## src/rtl/uart_rx.sv

```systemverilog
// uart_rx: oversampling UART receiver with optional parity and framing checks.
//
// A frame is one start bit (low), DWIDTH data bits LSB first, an optional parity
// bit and one stop bit (high). The serial line is first passed through a two-flop
// synchronizer; every decision below is taken on the synchronized value rx_s.
// Each bit lasts PRESCALE clock cycles and is sampled near its middle.
//
// Parameters:
//   DWIDTH   - data bits per frame
//   PRESCALE - clock cycles per bit-time (even, >= 8)
//
// Ports:
//   CLK        - clock, all state changes on the rising edge
//   RST        - synchronous, active-low reset
//   RX_IN      - asynchronous serial input, idles high
//   PAR_EN     - 1: a parity bit follows the data bits (latched at frame start)
//   PAR_TYP    - 0: even parity, 1: odd parity (latched at frame start)
//   P_DATA     - last received data word, held between frames
//   DATA_VALID - one-cycle pulse for a frame with no parity or stop error
//   PAR_ERR    - one-cycle pulse when the parity bit is wrong
//   STP_ERR    - one-cycle pulse when the stop bit is sampled low
//   BUSY       - high whenever a frame is being received
//
// Build option:
//   UART_RX_MAJORITY_EN - when defined, each bit is the 2-of-3 majority of rx_s at
//   edge counts PRESCALE/2-1, PRESCALE/2 and PRESCALE/2+1, and bit decisions move
//   to PRESCALE/2+1 (one extra cycle of latency). Otherwise a single sample at
//   PRESCALE/2 is used.

module uart_rx #(
  parameter int unsigned DWIDTH   = 6,
  parameter int unsigned PRESCALE = 8
) (
  input  logic              CLK,
  input  logic              RST,
  input  logic              RX_IN,
  input  logic              PAR_EN,
  input  logic              PAR_TYP,
  output logic [DWIDTH-1:0] P_DATA,
  output logic              DATA_VALID,
  output logic              PAR_ERR,
  output logic              STP_ERR,
  output logic              BUSY
);

  localparam int unsigned EcW = (PRESCALE > 1) ? $clog2(PRESCALE) : 1;
  localparam int unsigned BcW = (DWIDTH > 1) ? $clog2(DWIDTH) : 1;

  localparam logic [EcW-1:0] EcLast = EcW'(PRESCALE - 1);
`ifdef UART_RX_MAJORITY_EN
  // The third majority sample arrives one cycle after the nominal centre.
  localparam logic [EcW-1:0] EcDecide = EcW'(PRESCALE / 2 + 1);
`else
  localparam logic [EcW-1:0] EcDecide = EcW'(PRESCALE / 2);
`endif
  localparam logic [BcW-1:0] BcLast = BcW'(DWIDTH - 1);

  if ((PRESCALE < 8) || ((PRESCALE % 2) != 0)) begin : gen_bad_prescale
    $error("uart_rx: PRESCALE must be even and at least 8");
  end

  typedef enum logic [2:0] {
    StIdle,
    StStart,
    StData,
    StParity,
    StStop
  } state_e;

  // Synchronizer
  logic rx_meta_q;
  logic rx_s_q;

  // Receiver state
  state_e            state_q, state_d;
  logic [EcW-1:0]    edge_cnt_q, edge_cnt_d;
  logic [BcW-1:0]    bit_cnt_q, bit_cnt_d;
  logic [DWIDTH-1:0] shift_q, shift_d;
  logic              par_en_q, par_en_d;
  logic              par_typ_q, par_typ_d;
  logic              par_fail_q, par_fail_d;

  // Registered outputs
  logic [DWIDTH-1:0] p_data_q, p_data_d;
  logic              data_valid_q, data_valid_d;
  logic              par_err_q, par_err_d;
  logic              stp_err_q, stp_err_d;

  logic bit_tick;
  logic bit_wrap;
  logic bit_val;

  always_ff @(posedge CLK) begin
    if (!RST) begin
      rx_meta_q <= 1'b1;
      rx_s_q    <= 1'b1;
    end else begin
      rx_meta_q <= RX_IN;
      rx_s_q    <= rx_meta_q;
    end
  end

`ifdef UART_RX_MAJORITY_EN
  // Last two values of rx_s; at the decide point these hold the samples from
  // PRESCALE/2-1 and PRESCALE/2, and rx_s itself is the PRESCALE/2+1 sample.
  logic [1:0] samp_q, samp_d;

  always_comb begin
    samp_d = {samp_q[0], rx_s_q};
  end

  always_ff @(posedge CLK) begin
    if (!RST) begin
      samp_q <= 2'b11;
    end else begin
      samp_q <= samp_d;
    end
  end

  always_comb begin
    bit_val = (samp_q[1] & samp_q[0]) | (samp_q[1] & rx_s_q) | (samp_q[0] & rx_s_q);
  end
`else
  always_comb begin
    bit_val = rx_s_q;
  end
`endif

  always_comb begin
    bit_tick = (edge_cnt_q == EcDecide);
    bit_wrap = (edge_cnt_q == EcLast);
  end

  always_comb begin
    state_d      = state_q;
    edge_cnt_d   = edge_cnt_q;
    bit_cnt_d    = bit_cnt_q;
    shift_d      = shift_q;
    par_en_d     = par_en_q;
    par_typ_d    = par_typ_q;
    par_fail_d   = par_fail_q;
    p_data_d     = p_data_q;
    data_valid_d = 1'b0;
    par_err_d    = 1'b0;
    stp_err_d    = 1'b0;

    if (state_q != StIdle) begin
      edge_cnt_d = bit_wrap ? '0 : edge_cnt_q + 1'b1;
    end

    unique case (state_q)
      StIdle: begin
        edge_cnt_d = '0;
        bit_cnt_d  = '0;
        if (!rx_s_q) begin
          // Frame options are frozen here so mid-frame changes cannot corrupt it.
          state_d    = StStart;
          par_en_d   = PAR_EN;
          par_typ_d  = PAR_TYP;
          par_fail_d = 1'b0;
        end
      end

      StStart: begin
        if (bit_tick && bit_val) begin
          // Line went back high before mid-bit: treat as noise.
          state_d    = StIdle;
          edge_cnt_d = '0;
        end else if (bit_wrap) begin
          state_d   = StData;
          bit_cnt_d = '0;
        end
      end

      StData: begin
        if (bit_tick) begin
          shift_d             = shift_q >> 1;
          shift_d[DWIDTH-1]   = bit_val;
        end
        if (bit_wrap) begin
          if (bit_cnt_q == BcLast) begin
            bit_cnt_d = '0;
            state_d   = par_en_q ? StParity : StStop;
          end else begin
            bit_cnt_d = bit_cnt_q + 1'b1;
          end
        end
      end

      StParity: begin
        if (bit_tick) begin
          par_fail_d = (bit_val != ((^shift_q) ^ par_typ_q));
        end
        if (bit_wrap) begin
          state_d = StStop;
        end
      end

      StStop: begin
        // Leave right after the stop sample so a back-to-back start edge, or a
        // slightly fast transmitter, is not missed.
        if (bit_tick) begin
          p_data_d     = shift_q;
          data_valid_d = !par_fail_q && bit_val;
          par_err_d    = par_fail_q;
          stp_err_d    = !bit_val;
          state_d      = StIdle;
          edge_cnt_d   = '0;
        end
      end

      default: begin
        state_d    = StIdle;
        edge_cnt_d = '0;
        bit_cnt_d  = '0;
      end
    endcase
  end

  always_ff @(posedge CLK) begin
    if (!RST) begin
      state_q      <= StIdle;
      edge_cnt_q   <= '0;
      bit_cnt_q    <= '0;
      shift_q      <= '0;
      par_en_q     <= 1'b0;
      par_typ_q    <= 1'b0;
      par_fail_q   <= 1'b0;
      p_data_q     <= '0;
      data_valid_q <= 1'b0;
      par_err_q    <= 1'b0;
      stp_err_q    <= 1'b0;
    end else begin
      state_q      <= state_d;
      edge_cnt_q   <= edge_cnt_d;
      bit_cnt_q    <= bit_cnt_d;
      shift_q      <= shift_d;
      par_en_q     <= par_en_d;
      par_typ_q    <= par_typ_d;
      par_fail_q   <= par_fail_d;
      p_data_q     <= p_data_d;
      data_valid_q <= data_valid_d;
      par_err_q    <= par_err_d;
      stp_err_q    <= stp_err_d;
    end
  end

  assign P_DATA     = p_data_q;
  assign DATA_VALID = data_valid_q;
  assign PAR_ERR    = par_err_q;
  assign STP_ERR    = stp_err_q;
  assign BUSY       = (state_q != StIdle);

endmodule

```

## config.mk

```make
export PLATFORM = sky130hd
export DESIGN_NAME = uart_rx
export DESIGN_NICKNAME = d
export VERILOG_FILES = /design/src/rtl/uart_rx.sv
export SDC_FILE = /design/constraint.sdc
export NUM_CORES = 1
export LEC_CHECK = 0
export ABC_AREA = 0
export CORE_MARGIN = 2
export CORE_UTILIZATION = 50
export CTS_BUF_LIST = sky130_fd_sc_hd__clkbuf_4
export CTS_CLUSTER_DIAMETER = 40
export DETAILED_ROUTE_END_ITERATION = 8
export PLACE_DENSITY_LB_ADDON = 0.25
export RECOVER_POWER = 100
export SYNTH_ARGS = -nofsm -noshare
export SYNTH_HDL_FRONTEND = slang
export SYNTH_SLANG_ARGS = --single-unit
```

## constraint.sdc

```tcl
create_clock -name CLK -period 3.5 [get_ports CLK]
set_input_delay 1.05 -clock CLK [delete_from_list [all_inputs] [get_ports CLK]]
set_output_delay 1.05 -clock CLK [all_outputs]
set_load 0.005 [all_outputs]
```

### After elaboration in Yosys (flattened, before gate mapping)

Cells that the tools add are included.

| storage, ports and cells | value |
|---|---|
| register bits | 29 |
| logic and storage cells | 74 |
| output and inout bits | 10 |
| input bits | 5 |

| cells by class | value |
|---|---|
| muxes and demuxes | 22 |
| bitwise logic cells | 3 |
| equality and inequality tests | 17 |
| reduce and logical (&&, ||, !) cells | 17 |
| add/subtract/negate cells | 2 |

Operator list:

| operator | number |
|---|---|
| 3-bit two-way mux | 16 |
| 3-bit case mux with 3 select lines | 2 |
| 2-bit != test (second input constant) | 8 |
| 3-bit case mux with 5 select lines | 1 |
| 3-bit equality test (second input constant) | 4 |
| 3-bit by 1-bit adder with 3-bit output (second input constant) | 2 |
| 3-bit by 2-bit equality test with 1-bit output (second input constant) | 2 |
| 2-bit AND reduction | 3 |
| 3-bit AND reduction | 2 |
| 6-bit AND reduction | 1 |
| 6-bit parity | 1 |
| 4-bit AND reduction | 1 |
| 2-bit OR reduction | 2 |
| 3-bit by 1-bit equality test with 1-bit output (second input constant) | 1 |
| 3-bit zero test | 1 |
| 3-bit != test (second input constant) | 1 |
| 3-bit nonzero test | 1 |
| 1-bit logical AND | 2 |
| 1-bit zero test | 2 |
| 1-bit two-way mux | 2 |
| 1-bit NOT | 2 |
| 1-bit case mux with 2 select lines | 1 |
| 2-bit nonzero test | 1 |
| 1-bit != test | 1 |
| 1-bit bitwise XOR | 1 |

### Logic depth before layout (Yosys ltp)

Gate-level depths: netlist of run 1.

| depth | value |
|---|---|
| word-level depth | 5 |
| depth in mapped cells | 8 |
| mapped depth without buffers | 7 |

### Worst setup path before layout of run 1

OpenSTA, ideal clock, no wires.

| path | value |
|---|---|
| path type | flip-flop to output port |
| from | register state_q[0] |
| to | output BUSY |
| required time | 2.450 ns |
| cell stages (with the launch flop) | 3 |
| buffers on the path | 1 |
| setup slack | 1.615 ns |
| arrival | 0.835 ns |
| cells stage by stage | dfxtp_1 > buf_2 > or3_1 |

| between the ends | value |
|---|---|
| word-level cells in the longest chain between the ends | 1 |

RTL lines:

| what | line | RTL |
|---|---|---|
| start, declared | 75 | `state_e state_q, state_d;` |
| start signal, assigned | 222 | `state_q <= StIdle;` |
| start signal, assigned | 234 | `state_q <= state_d;` |
| 3-bit nonzero test | 252 | `assign BUSY = (state_q != StIdle);` |
| end, declared | 43 | `output logic BUSY` |

Every way passes these cells.

### Worst setup path after layout of run 1

Same ends and word-level chain as after synthesis.

==> impl_metrics.toml, run 1 <==
[yosys]
postSynth.asyncResetShare_pct = 0
synthDistinctLibCells = 36
synthesis.area_um2 = 1360
yosys_most_used_dff = "dfxtp_1"
synthCells = 143
synth_nets = 151
syn-mean-instance-area_um2 = 9.48
ys_warn_count = 0
ys_seq_area_share_pct = 42.8
synth_edf_count = 0
ys_ff_latch = 29

[die]
dieWidth_um = 56.1
die_h_um = 56.1
die-area_um2 = 3140
core-area_um2 = 2520
rows = 18
start_util_pct = 53.7
ios = 15

[timing]
min_period_ps = 2900
drv_slew = 0
fin_hold_ws_ps = 420
slew_headroom_pct = 32.2
worstMarginPinSlew_ps = 1020
finalCritPeriodShare_pct = 82.8
rsz0062_at_grt = "false"
finalHoldViolCount = 0
setup_viol = 0
skew_ps = 6.34
max_freq_ghz = 0.345
fin_tns_setup_ps = 0

[power_and_ir_drop]
ir_worst_vdd_v = 0.000306
pwr-share-seq_pct = 57.0
pwr-share-clk_pct = 31.2
internal_power_mw = 0.459
finalPower_mw = 0.630
power_frac_comb_pct = 11.8
switching_power_mw = 0.171
p_leak_nw = 0.559
swShare_pct = 27.1
power.density_nw_per_um2 = 407

[final_layout]
final_cell_mix = "29 x dfxtp_1, 15 x nor2b_1, 14 x mux2i_1"
regArea_um2 = 581
diodes = 0
drive_gt1_share_pct = 8.33
layout_commonest_cell = "dfxtp_1"
final_nets = 163
num-fill-cells = 228
final_area_um2 = 1550
syn2layout_area_growth_pct = 14.2
multi_input_area_um2 = 712

[clock_tree]
clk_path_buf_depth = 2
htreeDepth = 2
cts_hold_repair.buffers = 0
cts_tree = "yes"
postCtsResizedCells = 0
ctsRootBufferMaster = "clkbuf_4"
cts_buffers = 5
clock_latency_ps = 320
postCtsSetupBuffers = 0
cts_sinks = 29
clkTransAtPathRegs_ps = 90

[route]
drt-initial-drc-count = 21
wl_um = 2570
vias = 1035
drc = 0
postRouteAntennaNets = 0
drtPass1Iterations = 4
wire_per_inst_um = 13.8
viasPerCell = 5.56

[outcome]
status = "finished, final reports clean"

[placed_design]
io_buffers = 14
dp_hpwl_um = 1780
gp_congestion = 0.782
place_area_um2 = 1500

[worst_setup_path]
max_stage_delay_ps = 580
startpoint_type = "flop"
path_class = "flop to output port"
crit_fanout = 16
arrival_ps = 1850
cp_cell_sequence = "or3_1, dlygate4sd3_1"
cp_slowest_cell = "dlygate4sd3_1"
crit_required_ps = 2450
end_kind = "output port"

[grt]
grt_pass1_wl_um = 4370
grt.overflow.total = 0
grt_max_degree = 31
first_global_vias = 910
grt.total_usage_pct = 17.9
antenna_found_initial = 0

[min_path]
worstHoldPathType = "flop to flop"

[flow_run]
maxCapViolations = 0
-- cell type report --
class	count	share of cell area, %
clock buffers	6	2.91
clock inverters	2	0.647
inverters	3	0.728
multi-input cells	100	46.0
flip-flops and latches	29	37.5
well taps	30	2.43
repair buffers	16	9.78
-- per-stage QoR --
stage,setup WS [ps],util [%],cells
2_1_floorplan,1610,-,143
3_3_place_gp,1080,59.3,178
3_5_place_dp,999,59.3,178
4_1_cts,722,61.5,186
5_1_grt,523,61.4,186
6_report,603,61.4,186
-- sequential cells by signal, indices dropped and copies added (netlist names), 3 cells and up --
| signal | count |
|---|---|
| shift_q | 6 |
| bit_cnt_q | 3 |
| edge_cnt_q | 3 |
| state_q | 3 |
| P_DATA | 6 |
-- critical path, delay by kind of cell (launching register included) --
family / cells / cell delay [ps]
DFF: 1 / 490
buffers and inverters: 1 / 580
and+or+nand+nor: 1 / 460
-- per-layer routing --
layer	GRT usage [%]	part of all wire, %	vias up
li1	-	-	520
met1	24.2	49	492
met2	26.1	46	16
met3	5.35	4.1	7
met4	8.16	1.4	0
met5	0	0	-
-- kinds of logic after synthesis --
family	count (synthesis)	synth area share (%)
compound gates	21	10.4
buf+inv	14	5.08
xor+xnor	7	4.52
mux	14	10.3
flops	29	42.8
fa+ha+maj	3	2.77
simple gates	55	24.0
-- worst paths after layout --
kind         slack, ps          start    endpoint  cells past startpoint
max                600     state_q[0]        BUSY                      2
max reg2reg       1620  edge_cnt_q[0]  state_q[2]                      7
min reg2reg        420      rx_meta_q     bit_val                      1
min                420      rx_meta_q     bit_val                      1
-- cell usage after synthesis, types with 3 or more instances --
library cell | count | area (µm²)
dfxtp_1 | 29 | 581
nand2b_1 | 4 | 25.0
nor2_1 | 6 | 22.5
nand3_1 | 4 | 20.0
buf_2 | 6 | 30.0
nand2_1 | 7 | 26.3
nor2b_1 | 15 | 93.8
inv_1 | 3 | 11.3
xnor2_1 | 7 | 61.3
o21ai_0 | 5 | 25.0
and3_1 | 3 | 18.8
nor3_1 | 3 | 15.0
ha_1 | 3 | 37.5
clkbuf_1 | 3 | 11.3
a21oi_1 | 5 | 25.0
mux2i_1 | 14 | 140
or3_1 | 4 | 25.0
-- power groups by stage --
stage          sequential, mW  clock, mW  combinational, mW
2_1_floorplan           0.349          0             0.0749
4_1_cts                 0.359      0.201             0.0763
3_3_place_gp            0.365          0             0.0740
5_1_grt                 0.362      0.216             0.0846
6_report                0.359      0.197             0.0744
3_5_place_dp            0.366          0             0.0755
No activity file was read; power rests on OpenSTA's default activity.
==> inputs of run 2 (changes only) <==
- clock period: 3.5 -> 2.5 ns (I/O delays scaled with it)
==> run 2 against run 1 <==
Compared with the run above: global-route usage increased by 0.60 points; utilization barely moved; critical path depth did not move; die area stayed put; wire length grew 3.7%; via count rose by 3.3%; largest power group unchanged.
==> impl_metrics.toml, run 2 (synthesis results as in run 1) <==
[worst_setup_path]
max_stage_delay_ps = 460
rr_endpoint = "DATA_VALID"
cp_slowest_cell = "clkdlybuf4s50_1"
crit_fanout = 12
cp_cell_sequence = "or3_1, clkdlybuf4s50_1"
crit_required_ps = 1750
path_class = "flop to output port"
r2r-start = "edge_cnt_q[0]"
startpoint_type = "flop"
reg2reg_slack_ps = 540
r2r_cells = 7
arrival_ps = 1570
end_kind = "output port"

[route]
vias = 1069
wl_um = 2660
wire_per_inst_um = 14.2
drc = 0
drtPass1Iterations = 5
postRouteAntennaNets = 0
viasPerCell = 5.69
drt-initial-drc-count = 25

[die]
start_util_pct = 53.7
rows = 18
dieWidth_um = 56.1
core-area_um2 = 2520
die-area_um2 = 3140
die_h_um = 56.1
ios = 15

[final_layout]
final_cell_mix = "29 x dfxtp_1, 15 x nor2b_1, 14 x mux2i_1"
layout_commonest_cell = "dfxtp_1"
final_area_um2 = 1550
final_nets = 165
diodes = 0
num-fill-cells = 230
drive_gt1_share_pct = 6.96
syn2layout_area_growth_pct = 14.1

[timing]
setup_viol = 0
drv_slew = 0
fin_hold_ws_ps = 433
finalCritPeriodShare_pct = 92.8
worstMarginPinSlew_ps = 645
rsz0062_at_grt = "false"
min_period_ps = 2320
max_freq_ghz = 0.431
fin_tns_setup_ps = 0
slew_headroom_pct = 57.0
skew_ps = 9.66
layout_setup_ws_ps = 179
finalHoldViolCount = 0

[clock_tree]
cts_hold_repair.buffers = 0
postCtsResizedCells = 0
cts_sinks = 29
clkTransAtPathRegs_ps = 90
clk_path_buf_depth = 2
clock_latency_ps = 320
ctsRootBufferMaster = "clkbuf_4"
cts_buffers = 5
cts_tree = "yes"
htreeDepth = 2
postCtsSetupBuffers = 0

[flow_run]
maxCapViolations = 0

[power_and_ir_drop]
p_leak_nw = 0.562
power.density_nw_per_um2 = 575
ir_worst_vdd_v = 0.000473

[min_path]
worstHoldPathType = "flop to flop"
min_path_cells = 1
whs_endpoint = "bit_val"
min_from = "rx_meta_q"

[grt]
grt.overflow.total = 0
first_global_vias = 988
grt_max_degree = 20
grt.total_usage_pct = 18.5
antenna_found_initial = 0
grt_pass1_wl_um = 4460

[outcome]
status = "finished, final reports clean"

[placed_design]
gp_congestion = 0.803
place_area_um2 = 1510
dp_slack_ps = 333
io_buffers = 14
dp_hpwl_um = 1880
run 2: changes by cell type in the layout (fill, tap and decap cells not counted), sizes merged:
cell and delta:
clkbuf +1, buf +1, clkdlybuf4s50 +1, dlygate4sd3 -1
run 2: worst max path at each step:
| stage | start | endpoint | slack, ps | cells after the start |
|---|---|---|---|---|
| 2_1_floorplan | edge_cnt_q[0] | state_q[2] | 880 | 8 |
| 4_1_cts | state_q[2] | BUSY | 150 | 2 |
| 6_report | state_q[2] | BUSY | 180 | 2 |
| 3_3_place_gp | RST | bit_cnt_q[1] | 420 | 5 |
| 3_5_place_dp | RST | bit_cnt_q[1] | 330 | 5 |
| 5_1_grt | state_q[2] | BUSY | 80 | 2 |
run 2: per-stage QoR:
stage | power (mW) | util [%] | std cells
after global routing | 0.937 | 61.3 | 188
after CTS | 0.903 | 62.1 | 188
after global placement | 0.623 | 59.9 | 180
after detailed placement | 0.628 | 59.9 | 180
final | 0.889 | 61.3 | 188
after floorplan | 0.594 | - | 143
run 2: where the power goes:
group / switching [mW] / internal [mW] / total (mW)
Combinational: 0.0728 / 0.0582 / 0.131
Clock: 0.157 / 0.118 / 0.275
Sequential: 0.00958 / 0.474 / 0.483
run 2: layout make-up:
type | instances | area, µm² | area share, %
clock buffers | 6 | 45.0 | 2.91
clock inverters | 2 | 10.0 | 0.647
well taps | 30 | 37.5 | 2.43
flip-flops and latches | 29 | 581 | 37.5
multi-input cells | 100 | 699 | 45.2
repair buffers | 18 | 163 | 10.5
inverters | 3 | 11.3 | 0.728
run 2: routing by layer:
metal | routed length, µm | up-vias | share of wire (%) | GRT usage (%)
met5 | 0 | - | 0 | 0
met1 | 1160 | 494 | 44 | 21.8
li1 | - | 526 | - | -
met4 | 26 | 0 | 0.98 | 6.46
met2 | 1290 | 43 | 48 | 30.1
met3 | 184 | 6 | 6.9 | 7.67
run 2: critical path: cells and delay by family, from the launching register on:
| kind | cells | cell delay, ps |
|---|---|---|
| and+or+nand+nor | 1 | 370 |
| buffers and inverters | 1 | 460 |
| DFF | 1 | 420 |
==> inputs of run 3 (changes only) <==
- CTS_CLUSTER_SIZE: not set -> 24
==> results of run 3 <==
The final DEF is identical to that of run 2; final timing and power are the same.
